`src/rtl/oam_dma.sv`:
```
// OAM DMA engine: on a write to the DMA source register, copies LEN bytes from
// page {src_hi, 8'h00} to DST_BASE through a one-read/one-write memory port.
// Read data is captured at the end of each byte slot. It is written out in the
// first cycle of the next slot, or in the DRAIN cycle for the last byte.
// Optional feature macro: OAM_DMA_ECHO_MIRROR_EN. When it is defined, source
// pages E0-FF read through the echo mirror at C0-DF.
module oam_dma #(
    parameter int unsigned LEN             = 160,
    parameter logic [15:0] DST_BASE        = 16'hFE00,
    parameter int unsigned START_DELAY     = 1,
    parameter int unsigned CYCLES_PER_BYTE = 1
) (
    input  logic        clk,
    input  logic        rst_n,
    input  logic        reg_wen,
    input  logic [7:0]  reg_wdata,
    output logic [7:0]  src_hi,
    output logic        busy,
    output logic [15:0] mem_r_addr,
    input  logic [7:0]  mem_r_data,
    output logic        mem_wen,
    output logic [15:0] mem_w_addr,
    output logic [7:0]  mem_w_data
);

    typedef enum logic [1:0] {IDLE, DELAY, XFER, DRAIN} state_t;

    localparam logic [7:0] LAST_IDX  = 8'(LEN - 1);
    localparam logic [3:0] DLY_LAST  = 4'((START_DELAY == 0) ? 0 : START_DELAY - 1);
    localparam logic [2:0] SLOT_LAST = 3'(CYCLES_PER_BYTE - 1);
    // A zero start delay skips DELAY entirely, on the first trigger and on restarts.
    localparam state_t     START_ST  = (START_DELAY == 0) ? XFER : DELAY;

    state_t     state, state_nx;
    logic [3:0] dly_cnt;
    logic [2:0] slot_cnt;
    logic [7:0] rd_idx, widx_q, wdat_q;
    logic       wvalid_q;
    logic [7:0] rd_page;
    logic       slot_last, wr_fire;

`ifdef OAM_DMA_ECHO_MIRROR_EN
    assign rd_page = (src_hi >= 8'hE0) ? src_hi - 8'h20 : src_hi;
`else
    assign rd_page = src_hi;
`endif

    assign slot_last = (slot_cnt == SLOT_LAST);
    // The pending byte goes out at the start of the next slot, or in DRAIN.
    assign wr_fire   = wvalid_q && (((state == XFER) && (slot_cnt == 3'd0)) || (state == DRAIN));

    // State register
    always_ff @(posedge clk or negedge rst_n) begin
        if (!rst_n) state <= IDLE;
        else        state <= state_nx;
    end

    // Next-state and bus outputs. All outputs depend on registered state only.
    always_comb begin
        state_nx   = state;
        busy       = (state != IDLE);
        mem_r_addr = 16'h0000;
        mem_wen    = wr_fire;
        mem_w_addr = 16'h0000;
        mem_w_data = 8'h00;
        if (state == XFER) mem_r_addr = {rd_page, rd_idx};
        if (wr_fire) begin
            mem_w_addr = DST_BASE + {8'h00, widx_q};
            mem_w_data = wdat_q;
        end
        case (state)
            IDLE:  if (reg_wen) state_nx = START_ST;
            DELAY: if (reg_wen) state_nx = START_ST;
                   else if (dly_cnt == DLY_LAST) state_nx = XFER;
            XFER:  if (reg_wen) state_nx = START_ST;
                   else if (slot_last && (rd_idx == LAST_IDX)) state_nx = DRAIN;
            DRAIN: state_nx = reg_wen ? START_ST : IDLE;
            default: state_nx = IDLE;
        endcase
    end

    // Counters, source latch and the one-deep write buffer. A trigger overrides
    // everything else, so a restart discards any byte captured in the same cycle.
    always_ff @(posedge clk or negedge rst_n) begin
        if (!rst_n) begin
            src_hi   <= 8'h00;
            dly_cnt  <= 4'd0;
            slot_cnt <= 3'd0;
            rd_idx   <= 8'h00;
            widx_q   <= 8'h00;
            wdat_q   <= 8'h00;
            wvalid_q <= 1'b0;
        end else begin
            if (wr_fire) wvalid_q <= 1'b0;
            case (state)
                DELAY: dly_cnt <= dly_cnt + 4'd1;
                XFER: begin
                    if (slot_last) begin
                        slot_cnt <= 3'd0;
                        wdat_q   <= mem_r_data;
                        widx_q   <= rd_idx;
                        wvalid_q <= 1'b1;
                        rd_idx   <= rd_idx + 8'd1;
                    end else begin
                        slot_cnt <= slot_cnt + 3'd1;
                    end
                end
                default: ;
            endcase
            if (reg_wen) begin
                src_hi   <= reg_wdata;
                wvalid_q <= 1'b0;
                rd_idx   <= 8'h00;
                slot_cnt <= 3'd0;
                dly_cnt  <= 4'd0;
            end
        end
    end

endmodule
```
`config.mk`:
```
export PLATFORM = sky130hd
export DESIGN_NAME = oam_dma
export DESIGN_NICKNAME = d
export VERILOG_FILES = /design/src/rtl/oam_dma.sv
export SDC_FILE = /design/constraint.sdc
export NUM_CORES = 1
export LEC_CHECK = 0
export ABC_AREA = 1
export BUFFER_PORTS_ARGS = -buffer_cell sky130_fd_sc_hd__buf_4
export CORE_UTILIZATION = 29
export CTS_BUF_LIST = sky130_fd_sc_hd__clkbuf_2 sky130_fd_sc_hd__clkbuf_4 sky130_fd_sc_hd__clkbuf_8
export CTS_CLUSTER_DIAMETER = 80
export CTS_CLUSTER_SIZE = 25
export DETAILED_ROUTE_END_ITERATION = 8
export PLACE_DENSITY = 0.54
export SYNTH_ARGS = -nofsm -noshare
export SYNTH_HDL_FRONTEND = slang
export SYNTH_SLANG_ARGS = --single-unit
export TNS_END_PERCENT = 30
```
`constraint.sdc`:
```
create_clock -name clk -period 1.75 [get_ports clk]
set_clock_uncertainty 0.05 [all_clocks]
set_input_delay 0.175 -clock clk [delete_from_list [all_inputs] [get_ports clk]]
set_output_delay 0.175 -clock clk [all_outputs]
set_load 0.01 [all_outputs]
```
; ---- After elaboration in Yosys (flattened, before gate mapping)
; Cells that the tools add are included.
[op_classes]
n_reduce_logical = 14
n_eq_ne = 7
n_addsub = 4
n_mux = 22
[ops]
columns = op, n
row1 = $mux W16, 2
row2 = $mux W8, 4
row3 = $add A10 B9 Y11 const A, 1
row4 = $mux W2, 5
row5 = $mux W3, 3
row6 = $add A8 B1 Y8 const B, 1
row7 = $eq A8 B8 Y1 const B, 1
row8 = $mux W4, 2
row9 = $pmux W2 S4, 1
row10 = $reduce_bool A2 Y1, 4
row11 = $mux W1, 5
row12 = $add A4 B1 Y4 const B, 1
row13 = $eq A2 B2 Y1 const B, 2
row14 = $logic_not A4 Y1, 1
row15 = $reduce_and A2 Y1, 2
row16 = $add A3 B1 Y3 const B, 1
row17 = $logic_and A1 B1 Y1, 3
row18 = $logic_not A3 Y1, 1
row19 = $ne A3 B2 Y1 const B, 1
row20 = $ne A3 B3 Y1 const B, 1
row21 = $reduce_and A3 Y1, 1
row22 = $eq A2 B1 Y1 const B, 1
row23 = $logic_not A2 Y1, 1
row24 = $ne A2 B2 Y1 const B, 1
row25 = $logic_or A1 B1 Y1, 1
[word_totals]
out_inout_bits = 50
wordCells = 55
in_bits = 19
ff_bits = 42

; ---- Logic depth before layout (Yosys ltp)
; Gate-level depths: netlist (run 1).
[depth]
word_depth = 8
ltp_mapped = 10
mapped_depth_nobuf = 9

; ---- Worst setup path before layout (run 1)
; Ideal clock, no wire load.
[synth_timing]
path_type = flip-flop to output port
from = register slot_cnt[0]
to = output mem_w_addr[10]
required_ns = 1.525
n_path_buf = 2
setup_slack_ns = 0.022
stages_incl_launch_ff = 11
arrival_ns = 1.503
cell_sequence = dfrtp_1 > inv_1 > ha_1 > inv_1 > nor2_8 > nand2_4 > nand2_2 > nand2_4 > buf_6 > inv_1 > buf_4
[synth_via]
elab_chain_len = 5
[synth_lines]
columns = element, line_no
row1 = "start, declared", 36  ; logic [2:0] slot_cnt;
row2 = "start signal, assigned", 105  ; slot_cnt <= slot_cnt + 3'd1;
row3 = $logic_not A3 Y1, 50  ; assign wr_fire = wvalid_q && (((state == XFER) && (slot_cnt == 3'd0)) || (state == DRAIN));
row4 = $logic_and A1 B1 Y1, 50
row5 = $logic_or A1 B1 Y1, 50
row6 = $logic_and A1 B1 Y1, 50
row7 = net mem_wen, 21  ; output logic mem_wen,
row8 = $mux W16, 67  ; if (wr_fire) begin
row9 = "end, declared", 22  ; output logic [15:0] mem_w_addr,
; The timed path passes the listed nets, and every way through them passes these cells.

; ---- Worst setup path in the final report (run 1)
[layout_timing]
from = register slot_cnt[0]
to = output mem_w_data[0]
[layout_via]
elab_chain_len = 5
[layout_lines]
columns = element, line_no
row1 = $logic_not A3 Y1, 50
row2 = $logic_and A1 B1 Y1, 50
row3 = $logic_or A1 B1 Y1, 50
row4 = $logic_and A1 B1 Y1, 50
row5 = $mux W8, 67
row6 = "end, declared", 23  ; output logic [7:0] mem_w_data
; No other way between the ends.

==> metrics.md, run 1 <==
| Metric | Value |
|---|---|
| VDD IR max | 0.438 mV |
| Die height | 88.9 um |
| Worst-Skew Late Latency | 300 ps |
| Critical path peak fanout | 8 |
| Final Critical Period | 1860 ps |
| Vias | 1994 |
| Worst Tran Pin Value | 545 ps |
| Vias in the first global route | 1958 |
| CP endpoint kind | output pin |
| I/O pin total | 69 |
| FILL cells | 788 |
| # diodes | 0 |
| Status | finished, violations left |
| Hold Crit Class | in2reg |
| Critical path's slowest cell | dfrtp_1 |
| I/O Buffers | 67 |
| Worst Setup EP | mem_w_data[0] |
| Layout Cells excl Fill | 458 |
| Met3 GRT Util | 4.16% |
| R2R cell count | 8 |
| Setup TNS | -1850 ps |
| Core ar. | 7290 um^2 |
| Drt pass-1 iters | 4 |
| Initial DRC count | 94 |
| Critical path's largest stage delay | 400 ps |
| Final Worst Setup Slack | -107 ps |
| WP buf/inv | 3 |
| CP Depth | 9 |
| Data arrival time of the critical path | 1630 ps |
| WL/cell | 11.6 um |
| Syn Inst Count | 284 |
| Core Rows | 31 |
| Setup CP Type | reg2out |
| Area grow syn2layout | 42.3% |
| Reg2reg setup slack | 170 ps |
| Yosys reg bits | 42 |
| Final #Nets | 382 |
| Most frequent CP cell | nand2_8 |
| CTS H-Tree Depth | 2 |
| Full die area | 7900 um^2 |
| RePlAce Congestion | 0.742 |
| Vias per cell | 4.35 |
| Layout cells sized above 1 | 34.0% |
| Worst reg2reg path endpoint | wdat_q[5]$_DFFE_PN0P_ |
| Placed cells | 440 |
| M1 GR Usage | 17.6% |
| Violations in the final reports | setup timing |
| Delay-heaviest family, CP | simple AND/OR/NAND/NOR gates |
| Met2 Track Usage GR | 25.1% |
| Antenna-violating nets left | 0 |
| Leakage | 1.51 nW |
| Crit share post-route | 106% |
| Worst hold start | reg_wdata[1] |
| Synth Cell Area | 2190 um^2 |
| Max_cap viols | 0 |
| Clock Tree Root | clkbuf_8 |
| Sequential share of the synthesized area | 48.0% |
| Pin count of the biggest net entering global routing | 43 |
| Hold Vio Cnt, Final | 0 |
| Sink Count | 42 |
| Setup violations, final | 24 |
| First-pass GRT wire length | 8790 um |
| Final wirelength | 5310 um |
| CTS tree | built |
| RSZ-0062 raised after global routing | yes |
| DIE WIDTH | 88.9 um |
| P per Cell Area | 990 nW/um^2 |
| Worst path cell trace | inv_2, ha_4, inv_4, nor2_8, nand2_4, nand2_8, nand2_8, nor2_2, buf_4 |
| Initial antenna violation count | 0 |
| Mean post-synth cell area | 7.71 um^2 |
| CP Launch Type | register |
| Ys Warns | 0 |
| Yosys cell types | 26 |
| Starting Density | 30.0% |
| Gr busiest metal | met2 |
| Crit. Startpoint | slot_cnt[0]$_DFFE_PN0P_ |
| Drt drc | 0 |
| FF-to-FF Start | slot_cnt[0]$_DFFE_PN0P_ |
| Slew Limit Fails | 0 |
| DP Wirelength | 3660 um |
| Largest buffer count on any clock path | 2 |
| Rel. slew slack | 63.7% |
| Gr ovfl total | 0 |
| Syn nets | 308 |
| Clock slew at reported path FFs | 80 ps |
| F_max | 0.538 GHz |
| Total CTS buffers | 5 |
| Req. time, crit path | 1520 ps |
| GR Util All Layers | 14.7% |
==> worst min-delay path by stage <==
| stage | end | depth (start not counted) |
|---|---|---|
| 5_1_grt | src_hi[7]$_DFFE_PN0P_ | 3 |
| 3_5_place_dp | wdat_q[2]$_DFFE_PN0P_ | 1 |
| 4_1_cts | src_hi[1]$_DFFE_PN0P_ | 3 |
| 2_1_floorplan | dly_cnt[0]$_DFFE_PN0P_ | 0 |
| 6_report | src_hi[1]$_DFFE_PN0P_ | 3 |
| 3_3_place_gp | wdat_q[2]$_DFFE_PN0P_ | 1 |
==> through the flow <==
| step | power (mW) | setup WS [ps] | hold WS [ps] | util, % | cell area, um^2 |
|---|---|---|---|---|---|
| 2_1_floorplan | 1.83 | 21.9 | -171 | - | 2190 |
| 3_3_place_gp | 2.13 | 78.6 | 159 | 37.8 | 2760 |
| 3_5_place_dp | 2.15 | 26.8 | 157 | 37.8 | 2760 |
| 4_1_cts | 3.10 | -89.2 | 20.7 | 41.9 | 3050 |
| 5_1_grt | 3.31 | -180 | 21.5 | 42.7 | 3120 |
| 6_report | 3.08 | -107 | 21.3 | 42.7 | 3120 |
==> timing repair <==
action | in CTS | in global routing
pin swaps | 5 | 1
hold endpoints to repair | 42 | 0
endpoints found under the setup margin | 33 | 31
cloned | 2 | 0
gates resized for setup | 35 | 12
hold buffers | 1 | 0
buffers inserted | 5 | 2
==> tightest hold or removal path, stage by stage <==
cell and delay (ps):
buf_4 80, nand2_1 40, o21ai_0 50
==> metal layers <==
metal,share of wire [%],vias up
li1,-,1009
met1,45,925
met2,49,49
met3,4.3,11
met4,1.9,0
met5,0,-
==> cells in the final DEF (no fill, tap or decap), drive strengths merged, types with 2 or more instances in the layout <==
cell    count
dfrtp      42
nand4       2
nor3        2
inv        47
ha          5
clkinv      3
clkbuf      5
buf        81
nor2       51
a21oi       8
o21ai      33
nand3      11
nand2      62
==> cell usage after synthesis <==
library cell   n  area [um^2]
nand2_1       55          206
nor2_1        49          184
inv_1         45          169
dfrtp_1       42         1050
o21ai_0       33          165
nand3_1       11         55.1
a21oi_1        8         40.0
buf_4          8         60.1
ha_1           5         62.6
buf_2          4         20.0
clkbuf_1       3         11.3
nand2_2        3         18.8
buf_6          2         22.5
nand2_4        2         22.5
nand4_1        2         12.5
nor3_1         2         10.0
a31oi_1        1         6.26
and3_1         1         6.26
clkinv_1       1         3.75
conb_1         1         3.75
inv_2          1         3.75
inv_6          1         8.76
nor2_4         1         11.3
nor2_8         1         20.0
o21a_1         1         7.51
o21bai_1       1         7.51
==> layout make-up <==
type                       instances  area (um^2)  area share (%)
timing repair buffer              82          648            20.8
clock buffer                       5         68.8            2.21
tap                               99          124            3.98
multi-input combinational        179          988            31.7
clock inverter                     3         40.0            1.29
sequential                        42         1050            33.7
inverter                          48          195            6.27
==> power breakdown <==
group	internal [mW]	switching, mW	total (mW)
logic	0.396	0.664	1.06
clock network	0.420	0.359	0.779
registers	1.14	0.102	1.24
==> flip-flops by register name, indices dropped and copies added, names as in the netlist <==
signal and count:
dly_cnt 4, slot_cnt 3, widx_q 8, state 2, rd_idx 8, src_hi 8
wdat_q 8, wvalid_q 1
==> cells by family (layout without fill, tap and decap cells) <==
family | Yosys count | after routing | share of synthesized area, %
AO/OA/AOI/OAI | 44 | 44 | 10.3
adder cells (fa/ha/maj) | 5 | 5 | 2.86
buffers and inverters | 65 | 138 | 13.7
flip-flops | 42 | 42 | 48.0
other | 1 | 1 | 0.171
AND/OR/NAND/NOR | 127 | 129 | 25.0
Note: power is estimated with default switching activity, not from simulation.
==> run 2, diff against run 1 <==
--- a/config.mk
+++ b/config.mk
@@ -12,6 +12,7 @@
 export CTS_CLUSTER_DIAMETER = 80
 export CTS_CLUSTER_SIZE = 25
 export DETAILED_ROUTE_END_ITERATION = 8
+export MAX_ROUTING_LAYER = met4
 export PLACE_DENSITY = 0.54
 export SYNTH_ARGS = -nofsm -noshare
 export SYNTH_HDL_FRONTEND = slang
==> run 2 against run 1 <==
Compared with the run above:
- critical endpoint unchanged
- core utilization unchanged
- the flow still finishes with violations (setup timing)
- clock power about the same
- count of clock-buffer cells in the layout unchanged
- largest cell class unchanged
==> metrics.md, run 2 (synthesis gave the netlist of run 1 again) <==
| Metric | Value |
|---|---|
| Status | finished, violations left |
| Violations in the final reports | setup timing |
| Starting Density | 30.0% |
| Commonest non-fill, non-tap cell in the layout | buf_4 |
| Full die area | 7900 um^2 |
| Place WS | 26.8 ps |
| Setup violations, final | 24 |
| Core Rows | 31 |
| Internal power | 1.96 mW |
| Area grow syn2layout | 42.3% |
| Hold Vio Cnt, Final | 0 |
| Area post-placement | 2760 um^2 |
| Vias in the first global route | 1954 |
| RePlAce Congestion | 0.751 |
| CTS H-Tree Depth | 2 |
| I/O Buffers | 67 |
| First-pass GRT wire length | 8800 um |
| Worst-Skew Late Latency | 300 ps |
| Antenna-violating nets left | 0 |
| Max_cap viols | 0 |
| Largest buffer count on any clock path | 2 |
| GR Util All Layers | 15.2% |
| Core ar. | 7290 um^2 |
| CP endpoint kind | output pin |
| F_max | 0.539 GHz |
| Gr ovfl total | 0 |
| Vias | 1992 |
| P per Cell Area | 991 nW/um^2 |
| Final Critical Period | 1860 ps |
| Final Worst Setup Slack | -107 ps |
| Req. time, crit path | 1520 ps |
| CP Launch Type | register |
| Sink Count | 42 |
| Clock Tree Root | clkbuf_8 |
| Worst Tran Pin Value | 545 ps |
| Die height | 88.9 um |
| Hold Crit Class | in2reg |
| Layout cells sized above 1 | 34.0% |
| P_sw | 1.13 mW |
| Drt drc | 0 |
| VDD IR max | 0.438 mV |
| DIE WIDTH | 88.9 um |
| Pin count of the biggest net entering global routing | 43 |
| RSZ-0062 raised after global routing | yes |
| Placed cells | 440 |
| Total CTS buffers | 5 |
| # diodes | 0 |
| Critical path peak fanout | 8 |
| Leakage | 1.51 nW |
| Reg power frac | 40.3% |
| Reg2reg setup slack | 170 ps |
| Most frequent cells in the layout | buf_4 (73), nand2_1 (55), dfrtp_1 (42) |
| I/O pin total | 69 |
| Final wirelength | 5320 um |
| Data arrival time of the critical path | 1630 ps |
| Rel. slew slack | 63.6% |
| Drt pass-1 iters | 4 |
| Crit share post-route | 106% |
| Vias per cell | 4.35 |
| Initial antenna violation count | 0 |
| Clock slew at reported path FFs | 90 ps |
| Comb power frac | 34.4% |
| Setup TNS | -1850 ps |
| Setup CP Type | reg2out |
| Layout Cells excl Fill | 458 |
| Slew Limit Fails | 0 |
| DP Wirelength | 3660 um |
| WL/cell | 11.6 um |
| Net Sw Frac | 36.6% |
| Fin util | 42.7% |
| Final #Nets | 382 |
| CTS tree | built |
| Design Area, Final | 3120 um^2 |
| Initial DRC count | 109 |
| Clock Power Share | 25.3% |
run 2: cell type report:
cell class / count / area [um^2]
sequential: 42 / 1050
timing repair buffer: 82 / 648
tap: 99 / 124
multi-input combinational: 179 / 988
inverter: 48 / 195
fill: 788 / 4180
clock buffer: 5 / 68.8
clock inverter: 3 / 40.0
run 2: routing by layer:
layer	global-route usage [%]	wire length [um]	vias up
met5	-	0	-
met4	5.72	102	0
met3	3.97	217	11
met2	25.1	2610	49
met1	17.7	2390	922
li1	-	-	1010
run 2: what timing repair did:
| item | 4_1_cts | 5_1_grt |
|---|---|---|
| endpoints found under the setup margin | 33 | 31 |
| gates cloned | 2 | 0 |
| buffers inserted | 5 | 2 |
| gates resized for setup | 35 | 12 |
| hold endpoints to repair | 42 | 0 |
| hold buffers | 1 | 0 |
| pin swaps | 5 | 1 |
run 2: worst paths after layout:
check	from	endpoint	cells past startpoint
setup / recovery	slot_cnt[0]$_DFFE_PN0P_	mem_w_data[0]	9
max in group asynchronous	rst_n	state[1]$_DFFE_PN0P_	2
hold reg to reg	dly_cnt[2]$_DFFE_PN0P_	dly_cnt[2]$_DFFE_PN0P_	1
min in group asynchronous	rst_n	wdat_q[2]$_DFFE_PN0P_	2
hold / removal	reg_wdata[1]	src_hi[1]$_DFFE_PN0P_	3
setup reg to reg	slot_cnt[0]$_DFFE_PN0P_	wdat_q[7]$_DFFE_PN0P_	8
run 2: critical path, cell delays in order (launching register included):
cell     delay (ps)
dfrtp_1         400
inv_2            80
ha_4            140
inv_4            40
nor2_8          110
nand2_4          70
nand2_8         100
nand2_8         120
nor2_2          130
buf_4           120
run 2: stage by stage:
stage	hold WS (ps)	power, mW
after floorplan	-171	1.83
after global placement	159	2.13
after detailed placement	157	2.15
after CTS	20.7	3.10
after global routing	21.5	3.31
final	20.1	3.09
run 2: power by group through the flow:
stage | Combinational (mW) | Sequential [mW] | Clock [mW]
6_report | 1.06 | 1.24 | 0.782
5_1_grt | 1.20 | 1.27 | 0.842
4_1_cts | 1.05 | 1.25 | 0.796
3_5_place_dp | 0.909 | 1.24 | 0
3_3_place_gp | 0.893 | 1.24 | 0
2_1_floorplan | 0.590 | 1.24 | 0
